$ cat src/rtl/hdmi_src_sched.sv
// rtl/hdmi_src_sched.sv - frame-aligned scheduler sharing one video encoder between several AXI-stream sources
module hdmi_src_sched #(
    parameter int NUM_SRC  = 2,
    parameter int SEL_W    = 1,
    parameter int BPP      = 24,
    parameter int SYNC_TMO = 2**22,
    parameter int CNT_W    = 16
) (
    input  logic                   clk_i,
    input  logic                   rst_n_i,
    input  logic [SEL_W-1:0]       sel_i,
    input  logic [NUM_SRC-1:0]     s_axis_tvalid_i,
    output logic [NUM_SRC-1:0]     s_axis_tready_o,
    input  logic [NUM_SRC*BPP-1:0] s_axis_tdata_i,
    input  logic [NUM_SRC-1:0]     s_axis_tuser_i,
    output logic                   m_axis_tvalid_o,
    input  logic                   m_axis_tready_i,
    output logic [BPP-1:0]         m_axis_tdata_o,
    output logic                   m_axis_tuser_o,
    output logic [SEL_W-1:0]       cur_sel_o,
    output logic                   locked_o,
    output logic                   sync_err_o,
    output logic [CNT_W-1:0]       frame_cnt_o
);

    localparam int TMO_W = $clog2(SYNC_TMO);

    typedef enum logic {SYNC, STREAM} state_t;

    state_t           state, state_nxt;
    logic [SEL_W-1:0] tgt, cur, idx;
    logic             pend;
    logic [TMO_W-1:0] tmo_cnt;
    logic [BPP-1:0]   src_data [NUM_SRC];
    logic             sel_ok, sof, sw, fwd_sof;

    for (genvar k = 0; k < NUM_SRC; k++) begin : g_unpack
        assign src_data[k] = s_axis_tdata_i[k*BPP +: BPP];
    end

    assign sel_ok  = ({1'b0, sel_i} < (SEL_W+1)'(NUM_SRC));
    // In SYNC the mux already points at the target so its SOF can be held and then forwarded.
    assign idx     = (state == SYNC) ? tgt : cur;
    assign sof     = s_axis_tvalid_i[idx] & s_axis_tuser_i[idx];
    assign sw      = (state == STREAM) & pend & sof;
    assign fwd_sof = (state == STREAM) & ~sw & sof & m_axis_tready_i;

    assign m_axis_tdata_o = src_data[idx];
    assign m_axis_tuser_o = s_axis_tuser_i[idx];
    assign cur_sel_o      = idx;
    assign locked_o       = (state == STREAM);

    always_ff @(posedge clk_i or negedge rst_n_i) begin
        if (!rst_n_i) state <= SYNC;
        else          state <= state_nxt;
    end

    always_comb begin
        state_nxt       = state;
        m_axis_tvalid_o = 1'b0;
        s_axis_tready_o = '1;
        case (state)
            SYNC: begin
                s_axis_tready_o[idx] = ~sof;
                if (sof) state_nxt = STREAM;
            end
            STREAM: begin
                m_axis_tvalid_o      = s_axis_tvalid_i[idx] & ~sw;
                s_axis_tready_o[idx] = m_axis_tready_i & ~sw;
                if (sw) state_nxt = SYNC;
            end
            default: state_nxt = SYNC;
        endcase
    end

    always_ff @(posedge clk_i or negedge rst_n_i) begin
        if (!rst_n_i) begin
            tgt         <= '0;
            cur         <= '0;
            pend        <= 1'b0;
            tmo_cnt     <= '0;
            sync_err_o  <= 1'b0;
            frame_cnt_o <= '0;
        end else begin
            if (fwd_sof) frame_cnt_o <= frame_cnt_o + CNT_W'(1);
            case (state)
                SYNC: begin
                    if (sof) begin
                        cur     <= tgt;
                        tmo_cnt <= '0;
                        // A request arriving on the lock cycle becomes a pending switch.
                        if (sel_ok) begin
                            tgt  <= sel_i;
                            pend <= (sel_i != tgt);
                        end
                    end else if (sel_ok && sel_i != tgt) begin
                        tgt     <= sel_i;
                        tmo_cnt <= '0;
                    end else if (tmo_cnt != TMO_W'(SYNC_TMO-1)) begin
                        tmo_cnt <= tmo_cnt + TMO_W'(1);
                        if (tmo_cnt == TMO_W'(SYNC_TMO-2)) sync_err_o <= 1'b1;
                    end
                end
                STREAM: begin
                    if (sw) begin
                        cur     <= tgt;
                        pend    <= 1'b0;
                        tmo_cnt <= '0;
                    end else if (sel_ok) begin
                        tgt  <= sel_i;
                        pend <= (sel_i != cur);
                    end
                end
                default: ;
            endcase
        end
    end

endmodule

$ cat config.mk
export PLATFORM = sky130hd
export DESIGN_NAME = hdmi_src_sched
export DESIGN_NICKNAME = d
export VERILOG_FILES = /design/src/rtl/hdmi_src_sched.sv
export SDC_FILE = /design/constraint.sdc
export NUM_CORES = 1
export LEC_CHECK = 0
export CAP_MARGIN = 20
export CORE_MARGIN = 2
export CORE_UTILIZATION = 44
export DETAILED_ROUTE_END_ITERATION = 8
export GPL_TIMING_DRIVEN = 0
export PLACE_DENSITY = 0.8
export SLEW_MARGIN = 20
export SYNTH_ARGS = -nofsm -noshare
export SYNTH_HDL_FRONTEND = slang
export SYNTH_SLANG_ARGS = --single-unit
$ cat constraint.sdc
create_clock -name clk_i -period 2.68 [get_ports clk_i]
set_input_delay 0.536 -clock clk_i [delete_from_list [all_inputs] [get_ports clk_i]]
set_output_delay 0.536 -clock clk_i [all_outputs]
set_load 0.1 [all_outputs]
==> impl_results.md <==
- Status: complete, no violations
- F_max: 383 MHz
- # H-tree levels: 2
- # rows: 28
- Num Clock Sinks: 43
- Final Hold Vio Count: 0
- Synth area leaders: dfrtp_1, mux2_2, nand2_1, nand3_1, xnor2_1
- Core box area: between 0.005 and 0.006 mm²
- Vias in the first global route: around 2600
- Worst-path clk slew: 0.09 ns
- Async SR Flop Fraction: 1.00
- Total Power: 4.04 mW
- Predominant post-synthesis flop cell: dfrtp_1
- Crit path max-delay family: multiplexers
- CTS root buf: clkbuf_8
- Syn. warnings: 0
- Relative slew slack: 0.338
- Initial Utilization: 0.455
- Crit path arrival time: 2.08 ns
- Slowest-stage cell, CP: dfrtp_4
- Max VDD drop: between 0.8 and 0.9 mV
- CP Launch Type: flip-flop
- Router iterations before antenna repair: 4
- CP Class: reg -> out
- Post-synth EDFFs: 0
- Commonest cells after routing, fill and taps aside: clkdlybuf4s50_1, dfrtp_1, nand2_1
- DPL Wire Length: slightly below 6 mm
- Worst path bufs/invs: 2
- Vias: between 2000 and 3000
- # DRC: 0
- Post-synth top area cell: dfrtp_1
- Fraction of post-synthesis cell area in the top cell type by area: 0.402
- Final nets: about 450
- Final worst-path cycle share: 0.975
- Skew final: around 0.0081 ns
- Clock tree buffer depth: 2
- Post-DRT Antenna Nets: 0
- Critical Path, Cell by Cell: mux2i_4, buf_8, mux2_2, clkdlybuf4s15_2
- Routed WL: ~7.7 mm
- Commonest non-fill, non-tap cell in the layout: clkdlybuf4s50_1
- Worst Path Required: approximately 2.1 ns
- Largest net degree at the start of global routing: 30
- Antenna violations before repair: 1
- First-pass GRT wire length: 11.9 mm
- Gp weighted congestion: about 0.83
- Power density cells: between 1000 and 1500 mW/mm²
- Count of final max-slew check failures: 0
- Gate count of the mapped netlist: about 280
- Buffers added on ports: 102
- DIE HEIGHT: around 80 µm
- Static Leak: about 1.6 nW
- Post-route minimum period: roughly 2.6 ns
- CTS Buf Count: 5
- Vias per inst: between 5 and 6
- Postcts setup bufs: 0
- 1st-iter DRT viols: 154
- CP peak stage delay: between 0.4 and 0.5 ns
- Total Routing Usage GR: 0.231
- Mapped Nets: 337
- Syn Std Cell Area: between 0.002 and 0.003 mm²
- Later-pin clock latency in the skew report: 0.30 ns
- Register bit total from synthesis: 43
- Area Overhead vs Synth: 46.7%
- Yosys cell types: 55
- Crit path max fanout: 10
- Worst-margin pin slew: just under 1 ns
- Final setup TNS: 0 ns
- Min-delay worst type: in -> async
- Syn_area_per_cell: 9.64 µm²
- Setup violation total in the final timing report: 0
- Worst hold margin: ~0.14 ns
- Gr ovfl total: 0
- Routed WL per cell: about 17 µm
- Worst setup EP type: primary output
- Chip width: 82.0 µm
- Register area share after synthesis: 0.402
- Share of cells above drive strength 1: 0.237
- Max-cap violations: 0
- Die area: a little under 0.007 mm²
- Cts hold-fix bufs: 0
- I/O pins: 103
- RSZ-0062 raised after global routing: no
- TritonCTS clock tree: yes
kinds of logic after synthesis:
group / Yosys count / share of synthesized area
buf+inv: 19 / 0.0318
mux: 32 / 0.133
xor+xnor: 15 / 0.0490
compound gates: 49 / 0.134
fa+ha+maj: 3 / 0.0140
flops: 43 / 0.402
simple gates: 117 / 0.237
sequential cells by signal (all words and copies together), names as in the netlist:
signal       cells
cur              1
frame_cnt_o     16
locked_o         1
pend             1
sync_err_o       1
tgt              1
tmo_cnt         22
cell type report:
| type | instances | area (µm²) |
|---|---|---|
| diodes | 1 | 2.50 |
| plain buffers | 11 | 76.3 |
| clock buffers | 6 | 82.6 |
| clock inverters | 2 | 35.0 |
| fillers | 480 | 1960 |
| inverters | 8 | 33.8 |
| multi-input cells | 216 | 1580 |
| flip-flops and latches | 43 | 1080 |
| well taps | 75 | 93.8 |
| repair buffers | 103 | 951 |
worst paths after layout:
kind	start	endpoint	slack (ns)	cells past startpoint
min reg2reg	frame_cnt_o[15]	frame_cnt_o[15]	0.48	1
min	rst_n_i	frame_cnt_o[0]	0.14	1
min in group clk_i	frame_cnt_o[15]	frame_cnt_o[15]	0.48	1
max in group asynchronous	rst_n_i	locked_o	2.07	2
max	locked_o	m_axis_tdata_o[0]	0.07	4
max reg2reg	tmo_cnt[0]	tmo_cnt[16]	0.32	6
repair_timing:
action,CTS,global route
endpoints found under the hold margin,0,0
resized for setup,135,39
cloned,0,0
endpoints found under the setup margin,31,20
layer usage:
layer	vias to the layer above	wire, µm	GRT usage
met5	-	0	0
met2	120	3950	0.422
met4	0	114	0.0950
met1	1271	2910	0.258
met3	8	750	0.0484
li1	1268	-	-
where the power goes:
| group | switching, mW | leakage, nW | internal [mW] |
|---|---|---|---|
| registers | 0.106 | 0.586 | 0.715 |
| clock network | 0.226 | 0.0612 | 0.302 |
| logic | 1.98 | 0.962 | 0.711 |
Yosys cell counts (2+ instances only):
cell / instances
nand3_1: 21
nand4_1: 12
o211ai_1: 7
and2_1: 2
o311ai_0: 2
and4_1: 2
or3_1: 5
nor4_1: 2
a31oi_1: 2
mux2i_1: 4
and3_1: 2
a211oi_1: 2
xnor2_1: 9
inv_1: 8
clkbuf_1: 5
a21oi_1: 5
mux2_2: 28
o311ai_1: 5
ha_1: 3
xor2_1: 6
or4_1: 7
nand2_1: 32
nor3_1: 5
nor2_1: 12
o31ai_1: 4
buf_2: 5
dfrtp_1: 43
nand2b_1: 3
o21ai_0: 9
through the flow:
step	utilization	worst slack (ns)	std cells	instance area (µm²)
2_1_floorplan	-	0.00496	278	2740
3_3_place_gp	0.655	-0.972	455	3850
3_5_place_dp	0.657	-0.950	456	3870
4_1_cts	0.670	-0.179	464	3950
5_1_grt	0.668	0.0214	465	3930
6_report	0.668	0.0676	465	3930
Note: power is estimated with default switching activity, not from simulation.
